### src/rtl/safe_pkg.sv
// Shared types and encodings for the safe front-end controller.
package safe_pkg;

  typedef enum logic [2:0] {
    ST_IDLE    = 3'd0,
    ST_COLLECT = 3'd1,
    ST_CHECK   = 3'd2,
    ST_OPEN    = 3'd3,
    ST_PENALTY = 3'd4,
    ST_RELOCK  = 3'd5
  } ctrl_state_t;

  localparam int PIN_LEN = 4;

  localparam logic [1:0] REQ_NONE = 2'b00;
  localparam logic [1:0] REQ_KP   = 2'b01;
  localparam logic [1:0] REQ_RC   = 2'b10;

  function automatic logic [3:0] sat_inc4(input logic [3:0] v);
    return (v == 4'hF) ? v : v + 4'd1;
  endfunction

endpackage

### src/rtl/safe_access_ctrl_if.sv
// Digit-entry handshakes (keypad, remote console) and the link to the safe core.
// valid/ready: a digit moves on a rising edge where valid & ready are both high; the source holds
// valid and its digit stable until then, and ready never depends on valid.
interface safe_access_ctrl_if;
  logic [3:0] kp_digit;
  logic       kp_valid;
  logic       kp_ready;
  logic [3:0] rc_digit;
  logic       rc_valid;
  logic       rc_ready;
  logic [3:0] safe_din;
  logic       safe_din_valid;
  logic       safe_reset;
  logic       safe_unlocked;

  modport slave (
    input  kp_digit, kp_valid, rc_digit, rc_valid, safe_unlocked,
    output kp_ready, rc_ready, safe_din, safe_din_valid, safe_reset
  );

  modport master (
    output kp_digit, kp_valid, rc_digit, rc_valid, safe_unlocked,
    input  kp_ready, rc_ready, safe_din, safe_din_valid, safe_reset
  );
endinterface

### src/rtl/safe_rr_arb2.sv
// Two-way round-robin arbiter: bit0 = keypad, bit1 = remote; pointer moves past the winner on take.
module safe_rr_arb2
  import safe_pkg::*;
(
  input  logic       clk,
  input  logic       reset,
  input  logic [1:0] req,
  input  logic       take,
  output logic [1:0] grant
);

  logic ptr_rc;

  always_comb begin
    grant = REQ_NONE;
    if (req == 2'b11)  grant = ptr_rc ? REQ_RC : REQ_KP;
    else if (req[0])   grant = REQ_KP;
    else if (req[1])   grant = REQ_RC;
  end

  always_ff @(posedge clk) begin
    if (reset) begin
      ptr_rc <= 1'b0;
    end else if (take && (grant != REQ_NONE)) begin
      ptr_rc <= (grant == REQ_KP);
    end
  end

endmodule

### src/rtl/safe_access_ctrl.sv
// Front-end for the 4-digit PIN safe: arbitrates digit sources, forms attempts,
// applies growing penalties after failures and relocks the safe after a hold time.
module safe_access_ctrl
  import safe_pkg::*;
#(
  parameter int DIGIT_TIMEOUT = 64,
  parameter int BASE_PENALTY  = 16,
  parameter int MAX_SHIFT     = 4,
  parameter int RELOCK_CYCLES = 256
) (
  input  logic                clk,
  input  logic                reset,
  safe_access_ctrl_if.slave   bus,
  input  logic                relock,
  output logic [1:0]          owner,
  output logic                is_open,
  output logic                in_penalty,
  output logic [3:0]          fail_count,
  output ctrl_state_t         dbg_state
);

  ctrl_state_t state, next_state;
  logic [1:0]  owner_q;
  logic [2:0]  dig_cnt;
  logic [15:0] idle_cnt;
  logic [15:0] hold_cnt;
  logic [31:0] pen_cnt;
  logic [3:0]  fail_q;
  logic [3:0]  din_q;
  logic        din_valid_q;
  logic        rst_pulse_q;

  logic [1:0]  grant;
  logic        take;
  logic        kp_rdy, rc_rdy, hs;
  logic        enter_pen;
  logic [3:0]  fail_new, shift_amt;
  logic [31:0] pen_load;

  safe_rr_arb2 u_arb (
    .clk   (clk),
    .reset (reset),
    .req   ({bus.rc_valid, bus.kp_valid}),
    .take  (take),
    .grant (grant)
  );

  always_comb begin
    next_state = state;
    take       = 1'b0;
    kp_rdy     = (state == ST_COLLECT) && (owner_q == REQ_KP) && (dig_cnt < 3'(PIN_LEN));
    rc_rdy     = (state == ST_COLLECT) && (owner_q == REQ_RC) && (dig_cnt < 3'(PIN_LEN));
    hs         = (bus.kp_valid && kp_rdy) || (bus.rc_valid && rc_rdy);
    case (state)
      ST_IDLE: begin
        if (grant != REQ_NONE) begin
          take       = 1'b1;
          next_state = ST_COLLECT;
        end
      end
      // The cycle with dig_cnt == PIN_LEN is the 4th digit's strobe cycle.
      ST_COLLECT: begin
        if (dig_cnt == 3'(PIN_LEN))                              next_state = ST_CHECK;
        else if (!hs && (idle_cnt == 16'(DIGIT_TIMEOUT - 1)))   next_state = ST_PENALTY;
      end
      ST_CHECK:   next_state = bus.safe_unlocked ? ST_OPEN : ST_PENALTY;
      ST_OPEN: begin
        if (relock || (hold_cnt == 16'(RELOCK_CYCLES - 1))) next_state = ST_RELOCK;
      end
      // Leave so that IDLE is the cycle in which the down-counter reads 0.
      ST_PENALTY: begin
        if (pen_cnt <= 32'd1) next_state = ST_IDLE;
      end
      ST_RELOCK:  next_state = ST_IDLE;
      default:    next_state = ST_IDLE;
    endcase
  end

  always_comb begin
    enter_pen = (next_state == ST_PENALTY) && (state != ST_PENALTY);
    fail_new  = sat_inc4(fail_q);
    shift_amt = ((fail_new - 4'd1) > 4'(MAX_SHIFT)) ? 4'(MAX_SHIFT) : (fail_new - 4'd1);
    pen_load  = 32'(BASE_PENALTY) << shift_amt;
  end

  always_ff @(posedge clk) begin
    if (reset) begin
      state       <= ST_IDLE;
      owner_q     <= REQ_NONE;
      dig_cnt     <= '0;
      idle_cnt    <= '0;
      hold_cnt    <= '0;
      pen_cnt     <= '0;
      fail_q      <= '0;
      din_q       <= '0;
      din_valid_q <= 1'b0;
      rst_pulse_q <= 1'b0;
    end else begin
      state       <= next_state;
      din_valid_q <= hs;
      if (hs) din_q <= (owner_q == REQ_KP) ? bus.kp_digit : bus.rc_digit;
      rst_pulse_q <= enter_pen || (next_state == ST_RELOCK);

      if (take)                          owner_q <= grant;
      else if (next_state == ST_IDLE)    owner_q <= REQ_NONE;

      if (state != ST_COLLECT) begin
        dig_cnt  <= '0;
        idle_cnt <= '0;
      end else if (hs) begin
        dig_cnt  <= dig_cnt + 3'd1;
        idle_cnt <= '0;
      end else begin
        idle_cnt <= idle_cnt + 16'd1;
      end

      hold_cnt <= (state == ST_OPEN) ? hold_cnt + 16'd1 : 16'd0;

      if (enter_pen) begin
        fail_q  <= fail_new;
        pen_cnt <= pen_load;
      end else if ((state == ST_PENALTY) && (pen_cnt != 32'd0)) begin
        pen_cnt <= pen_cnt - 32'd1;
      end
      if ((state == ST_CHECK) && bus.safe_unlocked) fail_q <= '0;
    end
  end

  assign bus.kp_ready       = kp_rdy;
  assign bus.rc_ready       = rc_rdy;
  assign bus.safe_din       = din_q;
  assign bus.safe_din_valid = din_valid_q;
  assign bus.safe_reset     = reset | rst_pulse_q;

  assign owner      = owner_q;
  assign is_open    = (state == ST_OPEN);
  assign in_penalty = (state == ST_PENALTY);
  assign fail_count = fail_q;
  assign dbg_state  = state;

endmodule
### src/flat_wrapper.sv
// flat-port wrapper written by rule: the top's interface ports become plain ports
module safe_access_ctrl_flat import safe_pkg::*;
#(
  parameter int DIGIT_TIMEOUT = 64,
  parameter int BASE_PENALTY  = 16,
  parameter int MAX_SHIFT     = 4,
  parameter int RELOCK_CYCLES = 256
)
  (clk, reset, relock, owner, is_open, in_penalty, fail_count, dbg_state, bus_kp_digit, bus_kp_valid, bus_rc_digit, bus_rc_valid, bus_safe_unlocked, bus_kp_ready, bus_rc_ready, bus_safe_din, bus_safe_din_valid, bus_safe_reset);
  safe_access_ctrl_if bus_i ();
  input  logic clk;
  input  logic reset;
  input  logic relock;
  output logic [1:0] owner;
  output logic is_open;
  output logic in_penalty;
  output logic [3:0] fail_count;
  output ctrl_state_t dbg_state;
  input wire logic [$bits(bus_i.kp_digit)-1:0] bus_kp_digit;
  input wire logic [$bits(bus_i.kp_valid)-1:0] bus_kp_valid;
  input wire logic [$bits(bus_i.rc_digit)-1:0] bus_rc_digit;
  input wire logic [$bits(bus_i.rc_valid)-1:0] bus_rc_valid;
  input wire logic [$bits(bus_i.safe_unlocked)-1:0] bus_safe_unlocked;
  output wire logic [$bits(bus_i.kp_ready)-1:0] bus_kp_ready;
  output wire logic [$bits(bus_i.rc_ready)-1:0] bus_rc_ready;
  output wire logic [$bits(bus_i.safe_din)-1:0] bus_safe_din;
  output wire logic [$bits(bus_i.safe_din_valid)-1:0] bus_safe_din_valid;
  output wire logic [$bits(bus_i.safe_reset)-1:0] bus_safe_reset;
  assign bus_i.kp_digit = bus_kp_digit;
  assign bus_i.kp_valid = bus_kp_valid;
  assign bus_i.rc_digit = bus_rc_digit;
  assign bus_i.rc_valid = bus_rc_valid;
  assign bus_i.safe_unlocked = bus_safe_unlocked;
  assign bus_kp_ready = bus_i.kp_ready;
  assign bus_rc_ready = bus_i.rc_ready;
  assign bus_safe_din = bus_i.safe_din;
  assign bus_safe_din_valid = bus_i.safe_din_valid;
  assign bus_safe_reset = bus_i.safe_reset;
  safe_access_ctrl #(.DIGIT_TIMEOUT(DIGIT_TIMEOUT), .BASE_PENALTY(BASE_PENALTY), .MAX_SHIFT(MAX_SHIFT), .RELOCK_CYCLES(RELOCK_CYCLES)) u_core (.clk(clk), .reset(reset), .bus(bus_i), .relock(relock), .owner(owner), .is_open(is_open), .in_penalty(in_penalty), .fail_count(fail_count), .dbg_state(dbg_state));
endmodule
### config.mk
export PLATFORM = sky130hd
export DESIGN_NAME = safe_access_ctrl_flat
export DESIGN_NICKNAME = d
export VERILOG_FILES = /design/src/rtl/safe_pkg.sv /design/src/rtl/safe_access_ctrl_if.sv /design/src/rtl/safe_rr_arb2.sv /design/src/rtl/safe_access_ctrl.sv /design/src/flat_wrapper.sv
export SDC_FILE = /design/constraint.sdc
export NUM_CORES = 1
export LEC_CHECK = 0
export BUFFER_PORTS_ARGS = -buffer_cell sky130_fd_sc_hd__buf_4
export CAP_MARGIN = 20
export CORE_ASPECT_RATIO = 0.8
export CORE_MARGIN = 1.5
export CORE_UTILIZATION = 61
export CTS_CLUSTER_SIZE = 20
export DETAILED_ROUTE_END_ITERATION = 10
export PLACE_DENSITY = 0.81
export SYNTH_ARGS = -nofsm -noshare
export SYNTH_HDL_FRONTEND = slang
export SYNTH_SLANG_ARGS = --single-unit
### constraint.sdc
create_clock -name clk -period 5.3 [get_ports clk]
set_input_delay 0 -clock clk [delete_from_list [all_inputs] [get_ports clk]]
set_output_delay 0 -clock clk [all_outputs]
set_load 0.02 [all_outputs]
==> impl_results.md <==
* Routed len/inst at between 10 and 15 um
* Layout Nets at roughly 540
* Internal power at 0.883 mW
* Setup-failing EPs final at 0
* Clock Skew at 0.00705 ns
* DR DRC count at 0
* Max IR drop VDD at 0.000161 V
* Core Region at about 0.0065 mm2
* CTS Buffer Depth at 2
* Reg clk slew, reported paths at roughly 0.08 ns
* Syn_area_per_cell at roughly 8.4 um2
* Largest family of logic cells by synthesized area: simple AND/OR/NAND/NOR gates
* # resized after CTS at 0
* CTS HTree Levels at 3
* Setup TNS at 0 ns
* Total CTS buffers at 9
* Vias in the first global route at approximately 3400
* Final Slew Violations at 0
* Complex-gate fraction of the synthesized area at ~11%
* # clock sinks at 83
* Critical path endpoint category: flop
* Leak at 1.75 nW
* Top_reg_cell synth: dfxtp_1
* Power per Cell Area at about 240 mW/mm2
* Final worst-path cycle share at 57.2%
* Die height at around 77 um
* RePlAce Congestion at ~0.83
* ANT nets after route at 0
* Initial antenna violation count at 0
* Final hold violations at 0
* XOR/XNOR Fraction of Synth Area at roughly a tenth
* Met1 Use GR at between 30% and 40%
* RSZ-0062 raised after global routing: false
* Placement Rows at 26
* Finished Core Util at between 70% and 80%
* Reg power frac at 55.5%
* Top Ports at 33
* Synthesized area at between 0.004 and 0.005 mm2
* CP required at 5.56 ns
* Netlist cell types at 58
* Antenna fix cells at 0
* Die X-Extent at between 90 and 100 um
* DR vias at roughly 3600
* Mapped Cells at roughly 500
* Max Clk Rate at ~330 MHz
* Synthesized Nets at 522
* Setup Crit Path Kind: flop to flop
* MaxCap Viol Count at 0
* Post-synthesis sequential area ratio at between 30 and 40%
* Area Growth Syn to Fin at 10.9%
* Hold buffers post-CTS at 3
* Skew-Pair Late Insertion Delay at about 0.35 ns
* Share of layout cells above drive strength 1 at between 10% and 20%
* Logic pwr share at 5.3%
* Critical Path AT at around 3.3 ns
* Post-synthesis async set-or-reset flop share at 0%
* GRT Max-Usage Layer: met2
* Worst hold slack at approximately 0.018 ns
* Clock Power Share at between 30% and 40%
* Mux contribution to synthesized area at between 1 and 1.5%
* P_sw at between 0.2 and 0.3 mW
* Final worst path period need at ~3 ns
* Drt via density at 5.89
* Most frequent cells in the layout: nor2_1, dfxtp_1, buf_4
* IO buf count at 32
* Hpwl dp at between 6 and 7 mm
* #FFs+latches synth at slightly above 80
* Die ar. at between 0.007 and 0.008 mm2
* Critical Path Start Type: flop
* Pin count of the biggest net entering global routing at 29
* TritonCTS clock tree: yes
* Crit path max fanout at 7
* Post-Synth Simple-Gate Area at between 30% and 40%
* Most common cell after layout, fill and taps aside: nor2_1
* Setup Buffers After CTS at 0
* DR pass1 iterations at 4
* Post-synthesis adder-cell area fraction at 2.97%
* Outcome: completed
* Met2 usage at between 40 and 50%
* Initial Util at 64.4%
* 1st-iter DRT viols at around 160
* Warnings, synthesis at 0
* M3 GR Usage at under 10%
* Hold crit path type: primary input to flop
* Sw frac at a little under a quarter
* Post-synth EDFFs at 0
* Slew @ Worst Pin at 0.964 ns
* GRT Overall Usage at roughly a quarter
* Wirelength, routed at 8.75 mm
* Slew margin rel. at 35.6%
* CTS Root Buffer Type: clkbuf_8
* First-pass GRT wire length at about 15 mm
* Global route overflow at 0
flip-flops by register name (all words and copies together) (netlist names):
register	cells
u_core.pen_cnt	32
u_core.hold_cnt	16
u_core.idle_cnt	16
u_core.bus.safe_din	4
u_core.fail_count	4
u_core.dbg_state	3
u_core.dig_cnt	3
u_core.owner	2
u_core.bus.safe_din_valid	1
u_core.rst_pulse_q	1
u_core.u_arb.ptr_rc	1
cell families (layout without fill, tap and decap cells):
kind of cell | after synthesis | count (layout)
flops | 83 | 83
mux | 5 | 5
buf+inv | 36 | 63
fa+ha+maj | 10 | 10
xor+xnor | 51 | 51
simple gates | 249 | 249
compound gates | 64 | 64
per-layer routing:
layer / share of wire [%] / vias up / wire length [um]
met5: 0 / - / 0
met4: 1.1 / 0 / 92
met2: 47 / 88 / 4100
met1: 46 / 1686 / 4050
met3: 5.8 / 11 / 511
li1: - / 1804 / -
cell usage after synthesis, types with 5 or more instances:
cell      number  share of area [%]
nor3_1        21                2.5
and3_1         6               0.89
a31oi_1        9                1.3
a211oi_1      10                1.8
or3_1         11                1.6
a21oi_1       16                1.9
nor4_1        13                1.9
nand2_1       29                2.6
dfxtp_1       83                 39
nand4_1       11                1.6
or4_1          8                1.4
nor2b_1        6               0.89
and2_1         5               0.74
nand3_1       23                2.7
or2_2          5               0.74
ha_1          10                3.0
xor2_1        28                5.8
inv_1         12                1.1
xnor2_1       23                4.8
nor2_1        84                7.5
clkbuf_1      15                1.3
buf_2          6               0.71
layout make-up:
class | instances | area, um2
Multi-Input combinational cell | 379 | 2390
Fill cell | 519 | 1870
Sequential cell | 83 | 1660
Timing Repair Buffer | 35 | 270
Clock buffer | 11 | 141
Tap cell | 84 | 105
Clock inverter | 5 | 52.6
Inverter | 12 | 45.0
power groups by stage:
stage / sequential [mW] / combinational, mW / clock [mW]
floorplan: 0.650 / 0.0374 / 0
global placement: 0.648 / 0.0567 / 0
detailed placement: 0.649 / 0.0583 / 0
CTS: 0.634 / 0.0609 / 0.456
global route: 0.635 / 0.0669 / 0.480
finish: 0.634 / 0.0606 / 0.448
stage by stage:
| step | instances | worst slack, ns | power, mW | cell area [um2] |
|---|---|---|---|---|
| finish | 609 | 2.27 | 1.14 | 4660 |
| global route | 609 | 2.04 | 1.18 | 4660 |
| CTS | 609 | 2.35 | 1.15 | 4660 |
| detailed placement | 590 | 2.40 | 0.707 | 4440 |
| global placement | 590 | 2.51 | 0.705 | 4440 |
| floorplan | 498 | 2.59 | 0.688 | 4210 |
critical path, stage by stage (launching register included):
cell and delay, ns:
dfxtp_1 0.44, ha_1 0.33, nand3_1 0.20, xnor2_1 0.28
inv_1 0.14, ha_1 0.22, xor2_1 0.25, a21boi_0 0.63
a31oi_1 0.21, a211oi_1 0.25
final timing paths:
path         cells after the start                              start                                   to  slack (ns)
min                              3                    bus_kp_digit[3]  u_core.bus.safe_din[3]$_SDFFE_PP0P_        0.02
min reg2reg                      1      u_core.hold_cnt[0]$_SDFF_PP0_        u_core.hold_cnt[0]$_SDFF_PP0_        0.47
max reg2reg                      9  u_core.fail_count[1]$_SDFFE_PP0P_       u_core.pen_cnt[5]$_SDFFE_PP0P_        2.27
max                              9  u_core.fail_count[1]$_SDFFE_PP0P_       u_core.pen_cnt[5]$_SDFFE_PP0P_        2.27
(Power assumes the default switching activity.)
